`src/rtl/fp32_pkg.sv`:
```
// Shared IEEE-754 binary32 definitions: field widths, special exponent
// values, the canonical quiet NaN and small field classifiers.
package fp32_pkg;

  localparam int          EXP_W     = 8;
  localparam int          FRAC_W    = 23;
  localparam int          MANT_W    = FRAC_W + 1;
  localparam logic [7:0]  EXP_BIAS  = 8'd127;
  localparam logic [7:0]  EXP_MAX   = 8'd255;
  localparam logic [31:0] CANON_NAN = 32'h7FC0_0000;

  typedef struct packed {
    logic              sign;
    logic [EXP_W-1:0]  exp;
    logic [FRAC_W-1:0] frac;
  } fp32_t;

  // exp all ones with a non-zero fraction
  function automatic logic fp32_is_nan(input fp32_t x);
    return (x.exp == EXP_MAX) && (x.frac != {FRAC_W{1'b0}});
  endfunction

  // exp all ones with a zero fraction
  function automatic logic fp32_is_inf(input fp32_t x);
    return (x.exp == EXP_MAX) && (x.frac == {FRAC_W{1'b0}});
  endfunction

  // zero or subnormal: subnormals are flushed to zero of the same sign
  function automatic logic fp32_is_zero(input fp32_t x);
    return (x.exp == {EXP_W{1'b0}});
  endfunction

endpackage

```
`src/rtl/fp32_lzc.sv`:
```
// 24-bit leading-zero counter used to normalise the significand after
// an effective subtraction. An all-zero input reports 24.
module fp32_lzc (
  input  logic [23:0] i_value,
  output logic [4:0]  o_count
);

  // Scan upward so the most significant set bit is the last one to win.
  always_comb begin
    o_count = 5'd24;
    for (int i = 0; i < 24; i++) begin
      if (i_value[i]) begin
        o_count = 5'(23 - i);
      end else begin
        o_count = o_count;
      end
    end
  end

endmodule

```
`src/rtl/float_adder_32.sv`:
```
// Single-cycle binary32 adder with registered result and flags.
// Subnormals are flushed to zero on input and output; rounding is
// round-to-nearest-even using guard/round/sticky bits.
module float_adder_32
  import fp32_pkg::*;
(
  input  logic        clk,
  input  logic        rst,
  input  logic [31:0] A,
  input  logic [31:0] B,
  output logic [31:0] out,
  output logic        NaN_flag,
  output logic        overflow_flag
);

  fp32_t              w_a;
  fp32_t              w_b;
  fp32_t              w_big;
  fp32_t              w_small;
  logic               w_a_nan;
  logic               w_b_nan;
  logic               w_a_inf;
  logic               w_b_inf;
  logic               w_a_zero;
  logic               w_b_zero;
  logic               w_a_ge_b;
  logic               w_eff_sub;
  logic [7:0]         w_exp_diff;
  logic [26:0]        w_big_sig;
  logic [26:0]        w_small_sig;
  logic [26:0]        w_small_align;
  logic               w_shift_lost;
  logic [27:0]        w_sum;
  logic [4:0]         w_lz;
  logic [26:0]        w_norm_sig;
  logic signed [9:0]  w_norm_exp;
  logic               w_round_up;
  logic [24:0]        w_mant_rnd;
  logic signed [9:0]  w_fin_exp;
  logic [22:0]        w_fin_frac;
  logic [31:0]        w_next_out;
  logic               w_next_nan;
  logic               w_next_ovf;
  logic [31:0]        r_out;
  logic               r_nan;
  logic               r_ovf;

  assign w_a      = A;
  assign w_b      = B;
  assign w_a_nan  = fp32_is_nan(w_a);
  assign w_b_nan  = fp32_is_nan(w_b);
  assign w_a_inf  = fp32_is_inf(w_a);
  assign w_b_inf  = fp32_is_inf(w_b);
  assign w_a_zero = fp32_is_zero(w_a);
  assign w_b_zero = fp32_is_zero(w_b);

  // Magnitude order on {exp,frac}; ties keep A as the larger operand.
  assign w_a_ge_b    = (A[30:0] >= B[30:0]);
  assign w_big       = w_a_ge_b ? w_a : w_b;
  assign w_small     = w_a_ge_b ? w_b : w_a;
  assign w_eff_sub   = w_big.sign ^ w_small.sign;
  assign w_exp_diff  = w_big.exp - w_small.exp;
  assign w_big_sig   = {1'b1, w_big.frac, 3'b000};
  assign w_small_sig = {1'b1, w_small.frac, 3'b000};

  // Align the smaller significand; bits shifted out fold into sticky.
  always_comb begin
    w_shift_lost  = 1'b0;
    w_small_align = 27'd0;
    if (w_exp_diff >= 8'd26) begin
      w_small_align = 27'd1;
    end else begin
      w_shift_lost  = |(w_small_sig & ((27'd1 << w_exp_diff) - 27'd1));
      w_small_align = (w_small_sig >> w_exp_diff) | {26'd0, w_shift_lost};
    end
  end

  assign w_sum = w_eff_sub ? ({1'b0, w_big_sig} - {1'b0, w_small_align})
                           : ({1'b0, w_big_sig} + {1'b0, w_small_align});

  // When the top 24 bits are zero only the guard bit can be set, so a
  // shift of 24 still lands the leading one at bit 26.
  fp32_lzc u_lzc (
    .i_value (w_sum[26:3]),
    .o_count (w_lz)
  );

  // Normalise: one right shift on carry-out, otherwise left by the LZ count.
  always_comb begin
    w_norm_sig = 27'd0;
    w_norm_exp = 10'sd0;
    if (w_sum[27]) begin
      w_norm_sig = {w_sum[27:2], w_sum[1] | w_sum[0]};
      w_norm_exp = $signed({2'b00, w_big.exp}) + 10'sd1;
    end else begin
      w_norm_sig = w_sum[26:0] << w_lz;
      w_norm_exp = $signed({2'b00, w_big.exp}) - $signed({5'd0, w_lz});
    end
  end

  assign w_round_up = w_norm_sig[2] & (w_norm_sig[3] | w_norm_sig[1] | w_norm_sig[0]);
  assign w_mant_rnd = {1'b0, w_norm_sig[26:3]} + {24'd0, w_round_up};

  // Renormalise if rounding carried out of the significand.
  always_comb begin
    w_fin_exp  = w_norm_exp;
    w_fin_frac = 23'd0;
    if (w_mant_rnd[24]) begin
      w_fin_exp  = w_norm_exp + 10'sd1;
      w_fin_frac = w_mant_rnd[23:1];
    end else begin
      w_fin_exp  = w_norm_exp;
      w_fin_frac = w_mant_rnd[22:0];
    end
  end

  // Select special-case results ahead of the finite datapath.
  always_comb begin
    w_next_out = 32'd0;
    w_next_nan = 1'b0;
    w_next_ovf = 1'b0;
    if (w_a_nan || w_b_nan) begin
      w_next_out = CANON_NAN;
      w_next_nan = 1'b1;
    end else if (w_a_inf && w_b_inf && (w_a.sign != w_b.sign)) begin
      w_next_out = CANON_NAN;
      w_next_nan = 1'b1;
    end else if (w_a_inf) begin
      w_next_out = A;
    end else if (w_b_inf) begin
      w_next_out = B;
    end else if (w_a_zero && w_b_zero) begin
      w_next_out = {w_a.sign & w_b.sign, 31'd0};
    end else if (w_a_zero) begin
      w_next_out = B;
    end else if (w_b_zero) begin
      w_next_out = A;
    end else if (w_sum == 28'd0) begin
      w_next_out = 32'd0;
    end else if (w_fin_exp >= 10'sd255) begin
      w_next_out = {w_big.sign, EXP_MAX, 23'd0};
      w_next_ovf = 1'b1;
    end else if (w_fin_exp <= 10'sd0) begin
      w_next_out = {w_big.sign, 31'd0};
    end else begin
      w_next_out = {w_big.sign, w_fin_exp[7:0], w_fin_frac};
    end
  end

  // Output register; reset overrides the datapath result.
  always_ff @(posedge clk) begin
    if (rst) begin
      r_out <= 32'd0;
      r_nan <= 1'b0;
      r_ovf <= 1'b0;
    end else begin
      r_out <= w_next_out;
      r_nan <= w_next_nan;
      r_ovf <= w_next_ovf;
    end
  end

  assign out           = r_out;
  assign NaN_flag      = r_nan;
  assign overflow_flag = r_ovf;

endmodule

```
`config.mk`:
```
export PLATFORM = sky130hd
export DESIGN_NAME = float_adder_32
export DESIGN_NICKNAME = d
export VERILOG_FILES = /design/src/rtl/fp32_pkg.sv /design/src/rtl/fp32_lzc.sv /design/src/rtl/float_adder_32.sv
export SDC_FILE = /design/constraint.sdc
export NUM_CORES = 1
export LEC_CHECK = 0
export CAP_MARGIN = 20
export CELL_PAD_IN_SITES_DETAIL_PLACEMENT = 0
export CELL_PAD_IN_SITES_GLOBAL_PLACEMENT = 1
export CORE_ASPECT_RATIO = 0.9
export CORE_MARGIN = 2
export CORE_UTILIZATION = 40
export DETAILED_ROUTE_END_ITERATION = 10
export PLACE_DENSITY_LB_ADDON = 0.1
export SLEW_MARGIN = 0
export SYNTH_ARGS = -nofsm -noshare
export SYNTH_HDL_FRONTEND = slang
export SYNTH_SLANG_ARGS = --single-unit
export TNS_END_PERCENT = 50
```
`constraint.sdc`:
```
create_clock -name clk -period 20.4 [get_ports clk]
set_clock_uncertainty 0.1 [all_clocks]
set_input_delay 3.06 -clock clk [delete_from_list [all_inputs] [get_ports clk]]
set_output_delay 3.06 -clock clk [all_outputs]
set_load 0.01 [all_outputs]
```
-- Word-level counts from Yosys, hierarchy flattened
Index checks and enable logic that the tools add are counted.
- shift operators: 3
- reduce and logical (&&, ||, !) cells: 18
- eq/ne operators: 3
- bitwise logic cells: 8
- mux-type cells: 45
- $add $sub $neg: 8
- order comparisons: 4
- operators with widths (operator ; count):
    2-to-1 mux 32 bit ; 8
    2-to-1 mux 31 bit ; 4
    2-to-1 mux 5 bit ; 16
    2-to-1 mux 27 bit ; 2
    zero test 23 bit ; 2
    nonzero test 23 bit ; 2
    2-to-1 mux 4 bit ; 8
    greater-or-equal comparator 31 bit ; 1
    adder 27 x 27 -> 28 bit ; 1
    zero test 28 bit ; 1
    2-to-1 mux 28 bit ; 1
    subtractor 27 x 27 -> 28 bit ; 1
    bitwise AND 27 bit ; 1
    bitwise OR 27 x 1 -> 27 bit ; 1
    OR reduction 27 bit ; 1
    left shift 1 x 8 -> 27 bit, first input constant ; 1
    left shift 27 x 5 -> 27 bit ; 1
    >> shifter 27 x 8 -> 27 bit ; 1
    subtractor 27 x 1 -> 27 bit, second input constant ; 1
    adder 24 x 1 -> 25 bit ; 1
    2-to-1 mux 23 bit ; 1
    2-to-1 mux 10 bit ; 2
    equality test 8 bit, second input constant ; 2
    zero test 8 bit ; 2
    other kinds (16) ; 27
- flip-flop bits (word level): 34
- word-level logic and storage cells: 93
- bits of input ports: 66
- output and inout port bits: 34

-- Logic depth before layout (Yosys ltp)
- word-level depth: 53
- mapped depth: 71

-- By module
From an unflattened synthesis, not the netlist that was laid out.
- cell total of the unflattened synthesis: 2321
- area, all modules: 14782.9 um^2
- modules (own cells, without submodules) (module ; area an instance (um^2) ; instances ; seq. area each (um^2) ; cells an instance):
    float_adder_32 ; 14517.7 ; 1 ; 680.7 ; 2273
    fp32_lzc ; 265.3 ; 1 ; 0.0 ; 48

-- Worst setup path after synthesis
OpenSTA, ideal clock, no wires.
- path type: in2reg
- from: input port B[26]
- to: register r_out[0], in the netlist out[0]
- slack: 4.432 ns
- arrival time: 15.795 ns
- stages: 62
- path buffers: 13
- required time: 20.227 ns
- path through: inv_1 -> ha_1 -> buf_2 -> a21oi_1 -> o21ai_1 -> a22oi_1 -> nand3_1 -> clkbuf_1 -> nor2_1 -> clkbuf_1 -> clkbuf_1 -> clkbuf_1 -> and3_1 -> nor2_1 -> ha_1 -> a31o_2 -> or3_1 -> clkbuf_1 -> (+26 left out) -> buf_2 -> buf_1 -> clkbuf_1 -> nand3_1 -> o21ai_0 -> a22oi_1 -> nor2_1 -> ha_1 -> nand4b_1 -> nor3_2 -> nand2_1 -> or4_1 -> o21a_1 -> o211a_1 -> a211oi_4 -> buf_4 -> a221oi_1 -> nor3_2
- cells in the longest elaborated chain, start to end: 51
- elaborated cells between the ends (all ways): 73
- RTL lines (item ; RTL line ; text):
    from (decl) ; float_adder_32.sv:10 ; input logic [31:0] B,
    greater-or-equal comparator 31 bit ; float_adder_32.sv:58 ; assign w_a_ge_b = (A[30:0] >= B[30:0]);
    2-to-1 mux 32 bit, on equally long branches ; float_adder_32.sv:59, float_adder_32.sv:60 ;
    subtractor 8 bit ; float_adder_32.sv:62 ; assign w_exp_diff = w_big.exp - w_small.exp;
    left shift 1 x 8 -> 27 bit ; float_adder_32.sv:73 ; w_shift_lost = |(w_small_sig & ((27'd1 << w_exp_diff) - 27'd1));
    subtractor 27 x 1 -> 27 bit ; float_adder_32.sv:73 ;
    bitwise AND 27 bit ; float_adder_32.sv:73 ;
    OR reduction 27 bit ; float_adder_32.sv:73 ;
    bitwise OR 27 x 1 -> 27 bit ; float_adder_32.sv:74 ; w_small_align = (w_small_sig >> w_exp_diff) | {26'd0, w_shift_lost};
    (+35 left out) ; -- ;
    2-to-1 mux 31 bit ; float_adder_32.sv:143 ; end else if (w_fin_exp <= 10'sd0) begin
    2-to-1 mux 31 bit ; float_adder_32.sv:140 ; end else if (w_fin_exp >= 10'sd255) begin
    2-to-1 mux 32 bit ; float_adder_32.sv:138 ; end else if (w_sum == 28'd0) begin
    2-to-1 mux 32 bit ; float_adder_32.sv:136 ; end else if (w_b_zero) begin
    2-to-1 mux 32 bit ; float_adder_32.sv:134 ; end else if (w_a_zero) begin
    2-to-1 mux 32 bit ; float_adder_32.sv:132 ; end else if (w_a_zero && w_b_zero) begin
    2-to-1 mux 32 bit ; float_adder_32.sv:130 ; end else if (w_b_inf) begin
    2-to-1 mux 32 bit ; float_adder_32.sv:128 ; end else if (w_a_inf) begin
    to (signal assigned) ; float_adder_32.sv:157 ; r_out <= w_next_out;
    to (decl) ; float_adder_32.sv:44 ; logic [31:0] r_out;
Parallel ways exist; a longest one is shown, timed or not.
A chain may end at the register's enable or synchronous reset.

-- Final worst setup path
- from: input port B[28]
- to: register r_out[4], in the netlist out[4]
Same word-level chain as after synthesis.

==> flow_results.org <==
** CTS
- The longest clock path from root to sink contains 2 buffers.
- Clock tree synthesis selected as its root buffer the cell sky130_fd_sc_hd__clkbuf_16.
- The clock net in this run drives a total of 34 sinks.
- Gates resized during post-CTS repair numbered 0.
- Number of hold buffers added after CTS :: 0
- TritonCTS built the clock tree.
- H-tree level count :: 2
- Counting the buffers created by CTS gives 5.
- Clock slew seen by the registers of the worst setup and hold paths :: 0.06 ns
- Count of buffers added by post-CTS timing repair for setup :: 0

** STA
- Part of the cycle the worst path needs :: 92.8%
- Setup_tns :: 0 ns
- The final hold violation count was 0.
- Setup repair after global routing missed its margin :: false
- Total of endpoints with negative setup slack in the final report :: 0
- The worst path needs 18.94 ns of the cycle, external delays included.
- Actual transition at the worst max-transition pin :: around 1.1 ns
- In this run the tightest slew margin relative to its limit is 24.1%.
- Across all hold checks on the routed design, the worst slack comes to 3.33 ns.
- The number of max-slew violations in the final report is 0.
- Max frequency :: 0.0528 GHz

** Power
- Pint :: 0.437 mW
- Switching part of the total power :: 58.8%
- Net Switching :: just over 0.6 mW
- Clk pwr share :: 7.4%
- Registers are responsible for ~9.0% of the overall power.
- Standby leakage power :: 5.69 nW
- For this design the ratio of total power to cell area is 74.4 mW/mm^2.
- After layout, the design draws a total of 1.06 mW.
- Per report_power, the combinational group accounts for 83.6% of the total.
- Worst vdd rail ir drop :: 0.0489 mV

** Worst hold path
- Critical hold path startpoint :: A[31]
- In this run the worst hold path is classified as in2reg.
- Endpoint, Worst Hold :: out[31]
- Number of instances on the worst hold path :: 3

** Synthesis
- Most instantiated library cell after synthesis :: sky130_fd_sc_hd__nand2_1
- Cells after synthesis :: 1951
- Seq/Total Area, Yosys :: under 10%
- The synthesized netlist occupies a cell area of between 0.01 and 0.015 mm^2.
- Average size of a mapped cell :: between 6 and 7 um^2
- The synthesized design contains 34 register bits.
- When the netlist entered floorplanning its net count stood at 2108.
- Number of different library cells in the post-synthesis netlist :: 104
- The biggest area contributor in the post-synthesis netlist is sky130_fd_sc_hd__ha_1.
- Of all flip-flops after synthesis, the portion carrying an async set or reset was 0%.
- EDFF count, synth :: 0
- Ranked by instance count, the synthesized netlist is headed by sky130_fd_sc_hd__nand2_1, sky130_fd_sc_hd__nor2_1, sky130_fd_sc_hd__a21oi_1.
- The most used flip-flop cell after synthesis is sky130_fd_sc_hd__dfxtp_1.
- The share of synthesized area in the top cell type comes to 8.70%.
- Yosys warning total :: 0
- Top post-synthesis cells by area :: sky130_fd_sc_hd__ha_1, sky130_fd_sc_hd__mux2i_1, sky130_fd_sc_hd__nand2_1, sky130_fd_sc_hd__a21oi_1, sky130_fd_sc_hd__nor2_1

** Critical path
- Worst setup path start :: B[28]
- Crit path required time :: 20.42 ns
- CP top delay family :: compound AO/OA/AOI/OAI gates
- At the worst endpoint, the arrival time is 18.96 ns.
- Critical path type :: in2reg
- Peak per-stage delay on the critical path :: 0.71 ns
- The number of buffers and inverters on the critical path is 4.
- Slowest cell on the critical path :: sky130_fd_sc_hd__or4_1
- STA classifies the critical path endpoint as a flop.
- Critical Path Fanout Max :: 42
- In this design, the critical path's most frequently occurring cell is sky130_fd_sc_hd__o21ai_0.
- Crit path launch type :: primary input

** Floorplan
- Measured along the y axis, the die boundary spans 174 um.
- DIE WIDTH :: 193 um
- Area inside the core boundary :: about 0.032 mm^2
- The floorplan step defined a die boundary enclosing 0.0335 mm^2.
- Initial core utilization :: 40.4%
- # IOs :: 100
- Site Rows :: 62

** Finish
- Area Growth Syn to Fin :: 11.2%
- Ant. Diodes :: 0
- Layout Nets :: between 2000 and 2500
- Reg area :: 681 um^2
- Ratio of cells with drive above 1 in the final layout :: 6.23%
- Final non-filler cell total :: 2391
- Final-layout fill cell count :: 3362
- Utilization after layout :: about 45%
- Area of combinational cells with multiple inputs :: 0.0113 mm^2

** Place
- At the end of routability-driven placement, the weighted congestion stood at 1.06.
- Hpwl dp :: 51.4 mm
- Post-Place Cells :: 2383
- Buffers placed on the I/O ports in this run total 99.

** Global routing
- The number of antenna violations at the first check in global routing was 0.
- The number of global-route vias before repair came to 15000.
- For this run the aggregate overflow at the end of global routing stands at 0.
- First-pass GRT wire length :: between 90 and 100 mm
- Entering global routing, the biggest net connects 59 pins.
- Global routing consumed, over all layers together, 37.8% of the routing resources.

** Routing
- After detailed routing, the total wire length is between 60 and 70 mm.
- The count of nets left with antenna violations once routing finished came out at 0.
- Routed len/inst :: 27.3 um
- For this run, the detailed router's first-pass iteration total came to 8.
- Via count :: approximately 16000
- DR vias/cell :: 6.88
- Count of routing violations after the opening detailed-route iteration :: 2361
- Count of unresolved DRC violations after routing :: 0

** Outcome
- Status :: complete, no violations

** Job
- The tool flagged a number of max-cap violations equal to 0.
[routing by layer]
| layer | GRT usage, % | vias up | routed length (um) |
|---|---|---|---|
| li1 | - | 7409 | - |
| met1 | 53.0 | 7768 | 27700 |
| met2 | 57.1 | 1093 | 27900 |
| met3 | 7.57 | 170 | 7050 |
| met4 | 13.0 | 0 | 2690 |
| met5 | 0 | - | 0 |
[cells in the final DEF, fill, tap and decap left out, types with 29 or more instances in the layout]
cell type,instances
sky130_fd_sc_hd__a211oi_1,35
sky130_fd_sc_hd__a21oi_1,154
sky130_fd_sc_hd__buf_4,35
sky130_fd_sc_hd__clkdlybuf4s50_1,99
sky130_fd_sc_hd__dfxtp_1,34
sky130_fd_sc_hd__ha_1,88
sky130_fd_sc_hd__inv_1,99
sky130_fd_sc_hd__mux2i_1,81
sky130_fd_sc_hd__nand2_1,207
sky130_fd_sc_hd__nand3_1,82
sky130_fd_sc_hd__nand4_1,30
sky130_fd_sc_hd__nor2_1,190
sky130_fd_sc_hd__nor3_1,62
sky130_fd_sc_hd__nor4_1,29
sky130_fd_sc_hd__o21ai_0,137
sky130_fd_sc_hd__xnor2_1,40
[how the worst max path moves through the flow]
stage          slack [ns]  cells past startpoint     end
6_report             1.46                     49  out[4]
5_1_grt              0.52                     49  out[4]
4_1_cts              1.92                     49  out[4]
3_5_place_dp         1.73                     49  out[4]
3_3_place_gp         1.93                     49  out[4]
2_1_floorplan        4.43                     62  out[0]
[flip-flops by register name (all words and copies together), names as in the netlist]
register       cells
out               32
NaN_flag           1
overflow_flag      1
[through the flow]
stage / cell area, um^2 / worst slack, ns
5_1_grt: 14200 / 0.518
4_1_cts: 14200 / 1.92
6_report: 14200 / 1.46
3_5_place_dp: 14100 / 1.73
2_1_floorplan: 12800 / 4.43
3_3_place_gp: 14100 / 1.93
[layout make-up]
type	instances	area share [%]
timing repair buffer	134	8.80
inverter	103	2.71
sequential	34	4.78
clock inverter	2	0.0878
tap	416	3.65
clock buffer	6	0.975
multi-input combinational	1696	79.0
[power groups by stage]
| stage | clock [mW] | sequential (mW) | combinational (mW) |
|---|---|---|---|
| CTS | 0.0789 | 0.0941 | 0.851 |
| detailed placement | 0 | 0.0944 | 0.846 |
| floorplan | 0 | 0.0983 | 0.545 |
| global route | 0.0817 | 0.0960 | 0.931 |
| finish | 0.0788 | 0.0948 | 0.886 |
| global placement | 0 | 0.0953 | 0.855 |
[logic make-up after synthesis]
| logic type | count (synthesis) | share of synthesized area [%] |
|---|---|---|
| and+or+nand+nor | 768 | 29.6 |
| AOI/OAI and AO/OA | 671 | 35.8 |
| adders and majority gates | 91 | 9.01 |
| xor gates and xnor gates | 60 | 4.10 |
| DFF | 34 | 5.32 |
| buffers and inverters | 221 | 6.94 |
| muxes | 106 | 9.20 |
Note: power is estimated with default switching activity, not from simulation.
